## src/rtl/result_writeback.sv

```systemverilog
// Result write-back: buffers convolution output pixels, optionally applies ReLU and
// writes them to RAM B in channel-major order, flagging completion of the output volume.
module result_writeback #(
    parameter int FIFO_DEPTH = 8
) (
    input  logic        clk,
    input  logic        rst,
    input  logic [7:0]  out_dim,
    input  logic [8:0]  out_depth,
    input  logic [15:0] write_base,
    input  logic        relu_en,
    input  logic        result_en,
    input  logic [7:0]  result_x,
    input  logic [7:0]  result_y,
    input  logic [8:0]  result_z,
    input  logic [17:0] result_data,
    output logic        result_block,
    output logic [15:0] ramb_write_addr,
    output logic [17:0] ramb_write_data,
    output logic        ramb_write_en,
    input  logic        ramb_stall,
    output logic        overflow,
    output logic        range_error,
    output logic        done
);
    localparam int PW = $clog2(FIFO_DEPTH);
    localparam int CW = PW + 1;
    localparam logic [CW-1:0] DEPTH_C = CW'(FIFO_DEPTH);
    localparam logic [CW-1:0] HIGH_C  = CW'(FIFO_DEPTH - 1);

    typedef struct packed {
        logic [7:0]  x;
        logic [7:0]  y;
        logic [8:0]  z;
        logic [17:0] data;
    } entry_t;

    entry_t        mem_q [FIFO_DEPTH];
    logic [PW-1:0] wr_ptr_q, rd_ptr_q;
    logic [CW-1:0] count_q;

    logic          in_range, room, push, pop;
    entry_t        head, in_entry;
    logic [15:0]   dim16;

    logic          a_valid_q;
    logic [15:0]   a_addr_q, a_addr_d;
    logic [17:0]   a_data_q, a_data_d;

    logic          wr_en_q;
    logic [15:0]   wr_addr_q;
    logic [17:0]   wr_data_q;

    logic [24:0]   wcount_q, wcount_d, total;
    logic          overflow_q, range_error_q, done_q;

    always_comb begin
        in_range = (result_x < out_dim) && (result_y < out_dim) && (result_z <= out_depth);
        pop      = (count_q != '0) && !ramb_stall;
        // A same-edge pop frees a slot, so a full FIFO still accepts the entry.
        room     = (count_q < DEPTH_C) || pop;
        push     = result_en && in_range && room;
        in_entry = '{x: result_x, y: result_y, z: result_z, data: result_data};
        head     = mem_q[rd_ptr_q];
        dim16    = {8'd0, out_dim};
        // 16-bit arithmetic gives the address modulo 65536 directly.
        a_addr_d = write_base + dim16 * dim16 * {7'd0, head.z}
                 + dim16 * {8'd0, head.y} + {8'd0, head.x};
        a_data_d = (relu_en && head.data[17]) ? '0 : head.data;
        wcount_d = wcount_q + 25'd1;
        total    = {17'd0, out_dim} * {17'd0, out_dim} * ({16'd0, out_depth} + 25'd1);
    end

    always_ff @(posedge clk) begin
        if (push) begin
            mem_q[wr_ptr_q] <= in_entry;
        end
    end

    always_ff @(posedge clk) begin
        if (rst) begin
            wr_ptr_q <= '0;
            rd_ptr_q <= '0;
            count_q  <= '0;
        end else begin
            if (push) begin
                wr_ptr_q <= wr_ptr_q + PW'(1);
            end
            if (pop) begin
                rd_ptr_q <= rd_ptr_q + PW'(1);
            end
            case ({push, pop})
                2'b10:   count_q <= count_q + CW'(1);
                2'b01:   count_q <= count_q - CW'(1);
                default: count_q <= count_q;
            endcase
        end
    end

    always_ff @(posedge clk) begin
        if (rst) begin
            a_valid_q <= 1'b0;
            a_addr_q  <= '0;
            a_data_q  <= '0;
            wr_en_q   <= 1'b0;
            wr_addr_q <= '0;
            wr_data_q <= '0;
        end else begin
            a_valid_q <= pop;
            if (pop) begin
                a_addr_q <= a_addr_d;
                a_data_q <= a_data_d;
            end
            wr_en_q <= a_valid_q;
            if (a_valid_q) begin
                wr_addr_q <= a_addr_q;
                wr_data_q <= a_data_q;
            end
        end
    end

    always_ff @(posedge clk) begin
        if (rst) begin
            wcount_q      <= '0;
            overflow_q    <= 1'b0;
            range_error_q <= 1'b0;
            done_q        <= 1'b0;
        end else begin
            if (result_en && !in_range) begin
                range_error_q <= 1'b1;
            end
            if (result_en && in_range && !room) begin
                overflow_q <= 1'b1;
            end
            if (wr_en_q) begin
                wcount_q <= wcount_d;
                if (wcount_d == total) begin
                    done_q <= 1'b1;
                end
            end
        end
    end

    assign result_block    = (count_q >= HIGH_C);
    assign ramb_write_en   = wr_en_q;
    assign ramb_write_addr = wr_addr_q;
    assign ramb_write_data = wr_data_q;
    assign overflow        = overflow_q;
    assign range_error     = range_error_q;
    assign done            = done_q;
endmodule

```

## config.mk

```make
export PLATFORM = sky130hd
export DESIGN_NAME = result_writeback
export DESIGN_NICKNAME = d
export VERILOG_FILES = /design/src/rtl/result_writeback.sv
export SDC_FILE = /design/constraint.sdc
export NUM_CORES = 1
export LEC_CHECK = 0
export BUFFER_PORTS_ARGS = -buffer_cell sky130_fd_sc_hd__buf_2
export CAP_MARGIN = 20
export CORE_UTILIZATION = 55
export DETAILED_ROUTE_END_ITERATION = 8
export GPL_ROUTABILITY_DRIVEN = 0
export PLACE_DENSITY_LB_ADDON = 0.15
export SETUP_SLACK_MARGIN = 0.05
export SLEW_MARGIN = 20
export SYNTH_ARGS = -nofsm -noshare
export SYNTH_HDL_FRONTEND = slang
export SYNTH_SLANG_ARGS = --single-unit
```

## constraint.sdc

```tcl
create_clock -name clk -period 12.4 [get_ports clk]
set_input_delay 2.48 -clock clk [delete_from_list [all_inputs] [get_ports clk]]
set_output_delay 2.48 -clock clk [all_outputs]
set_load 0.02 [all_outputs]
```

==> flow_metrics.tcl <==
set metrics [dict create \
    fin_crit_sh_pct 95.13 \
    core_um2 53810 \
    initial_core_util_pct 55.62 \
    finalSetupViolCount 0 \
    synthFlopType "edfxtp_1" \
    syn_area_per_cell_um2 12.17 \
    grt_pass1_wl_um 109500 \
    synth_top_area_share_pct 34.51 \
    ios 120 \
    async_flop_share_pct 0 \
    worstSetupStartpointType "input port" \
    top_layer "met4" \
    rows 85 \
    place_hpwl_um 49630 \
    via_count 18652 \
    cp_slowest_cell "a2111oi_0" \
    routed_wl_um 69250 \
    grt_overflow 0 \
    drt_iter0_drc 1059 \
    grt_use_total_pct 25.54 \
    drcViolationCount 0 \
    syn-instance-count 2459 \
    critPathKind "in -> reg" \
    synth_edf_count 344 \
    cts_tree "built" \
    setup.worst_path.start "out_dim[1]" \
    antenna_found_initial 2 \
    hold_start "range_error$_SDFFE_PP0P_" \
    cpPeakStageDelay_ns 0.58 \
    cts_buffers 47 \
    met2_length_um 35010 \
    grt_pass1_vias 19588 \
    arrival_ns 12.23 \
    max-slew-margin-rel_pct 30.45 \
    die_x_um 235.3 \
    drv_cap 0 \
    synthesis.area_um2 29930 \
    cts_setup_buffers 0 \
    cts_sinks 455 \
    hold_violations 0 \
    cts_resized 0 \
    wl_met3_um 3342 \
    status "complete, no violations" \
    port_buffers 119 \
    rsz0062_at_grt "no" \
    drive_gt1_share_pct 14.77 \
    die_area_um2 55360 \
    detailedRoute.firstPassIterationCount 5 \
    root_buffer "clkbuf_16" \
    fmax_mhz 84.78 \
    die_h_um 235.3 \
    worst_pin_slew_ns 1.043 \
    synth.area.top_cells "edfxtp_1, fa_1, ha_1" \
    pre_cts_ws_ns -0.05731 \
    clk_latency_ns 0.60 \
    antenna_left 0 \
    yosys.area.top_type "edfxtp_1" \
    synth-seq-cells 455 \
    worst_setup_path_end_kind "flop" \
    grt_max_degree 79 \
    period_needed_ns 11.80 \
    synthDistinctLibCells 60 \
    worst_slack_ns 0.6041 \
    drt-wirelength-per-cell_um 20.90 \
    viasPerCell 5.630 \
    nets 3102 \
    crit_top_cell "fa_1" \
    yosys_warnings 0 \
    nFillCells 4219 \
    wl_met1_um 28830 \
    h-tree-depth 2 \
    cts_hold_buf 0 \
    path_max_fanout 8 \
    clkTransAtPathRegs_ns 0.06 \
    hold_class "reg -> reg" \
    skew_ns 0.03203 \
    synth-seq-area-share_pct 41.93 \
    syn2layout_area_growth_pct 10.38 \
    required_ns 12.84 \
    synth_fp_nets 2983 \
    finalMaxSlewViolations 0 \
    clockBufferDepth 3 \
]
[worst paths after layout]
| kind | endpoint | slack (ns) | depth (start not counted) |
|---|---|---|---|
| setup / recovery | a_addr_q[15]$_SDFFE_PP0P_ | 0.60 | 39 |
| hold / removal | range_error$_SDFFE_PP0P_ | 0.44 | 2 |
| setup reg to reg | a_addr_q[15]$_SDFFE_PP0P_ | 4.19 | 26 |
| hold reg to reg | range_error$_SDFFE_PP0P_ | 0.44 | 2 |
[cells in the mapped netlist (all sizes together), types with 4 or more instances]
| cell type | instances |
|---|---|
| and2 | 46 |
| o31ai | 4 |
| edfxtp | 344 |
| nand3 | 21 |
| nor2b | 47 |
| nor3 | 16 |
| fa | 261 |
| clkbuf | 78 |
| clkinv | 4 |
| a211oi | 6 |
| xor2 | 43 |
| nor2 | 218 |
| a31oi | 5 |
| nand2 | 206 |
| buf | 22 |
| nor4 | 8 |
| o21bai | 4 |
| xnor2 | 93 |
| a22oi | 18 |
| or2 | 7 |
| a21o | 26 |
| mux2i | 56 |
| nand4 | 17 |
| ha | 182 |
| o21a | 11 |
| and3 | 10 |
| dfxtp | 111 |
| mux4 | 86 |
| a21oi | 62 |
| nand2b | 31 |
| inv | 309 |
| xnor3 | 4 |
| or3 | 11 |
| o21ai | 33 |
| mux2 | 33 |
[per-layer routing]
metal / up-vias / global-route usage (%)
li1: 8542 / -
met2: 505 / 44.68
met3: 119 / 3.342
met4: 0 / 8.081
met1: 9486 / 33.12
met5: - / 0
[through the flow]
stage	area [um^2]	hold WS, ns	utilization [%]	setup TNS (ns)	instances
floorplan	29930	0.4315	-	0	2459
global placement	31460	0.4384	58.45	0	3225
detailed placement	31460	0.4407	58.45	-0.05731	3225
CTS	33020	0.4505	61.36	0	3310
global route	33040	0.4751	61.39	0	3312
finish	33040	0.4435	61.40	0	3313
[worst max-delay path: cells and delay by family]
kind	cells	cell delay [ns]
compound gates	7	1.59
xor+xnor	9	2.36
fa+ha+maj	11	4.49
buf+inv	7	0.46
simple gates	5	0.88
[state kept, by name (all words and copies together) (netlist names), named ones only]
| register | count |
|---|---|
| done | 1 |
| wcount_q | 25 |
| wr_ptr_q | 3 |
| rd_ptr_q | 3 |
| mem_q | 344 |
| ramb_write_addr | 16 |
| a_valid_q | 1 |
| overflow | 1 |
| ramb_write_data | 18 |
| range_error | 1 |
| a_addr_q | 16 |
| a_data_q | 18 |
| count_q | 4 |
| ramb_write_en | 1 |
[cells in the final DEF (no fill, tap or decap), types with 21 or more instances in the layout]
cell type  Yosys  layout
xnor2_1       93      92
a21oi_1       62      61
nand2b_1      31      31
mux2i_1       56      56
edfxtp_1     344     344
clkbuf_16      0      48
nand2_1      205     205
buf_4          0      52
nor2_1       218     212
and2_1        46      46
dfxtp_1      111     107
a21o_1        26      26
buf_2          9     118
fa_1         261     261
nand3_1       21      21
inv_1        308     308
ha_1         182     182
o21ai_0       33      33
nor2b_1       47      47
xor2_1        42      42
mux4_2        86      86
mux2_2        32      32
[area by class of cell]
cell class	count	area (um^2)	area share [%]
Clock buffer	59	1272	3.851
Clock inverter	26	294.0	0.8899
Multi-Input combinational cell	1591	15880	48.05
Inverter	313	1175	3.556
Antenna cell	3	7.507	0.02272
Sequential cell	455	12560	38.03
Timing Repair Buffer	170	980.9	2.969
Tap cell	696	870.8	2.636
[cell families (layout without fill, tap and decap cells)]
family | count (synthesis) | after routing | synth area share, %
other | 0 | 3 | 0
flip-flops | 455 | 455 | 41.93
multiplexers | 175 | 175 | 9.597
buffers and inverters | 413 | 568 | 5.250
adder cells (fa/ha/maj) | 444 | 444 | 25.10
AND/OR/NAND/NOR | 640 | 640 | 9.735
XOR/XNOR | 140 | 140 | 4.305
AO/OA/AOI/OAI | 192 | 192 | 4.080
Power is not shown: default switching activity piles up to over one toggle a cycle in this logic, so the estimate is an artifact.
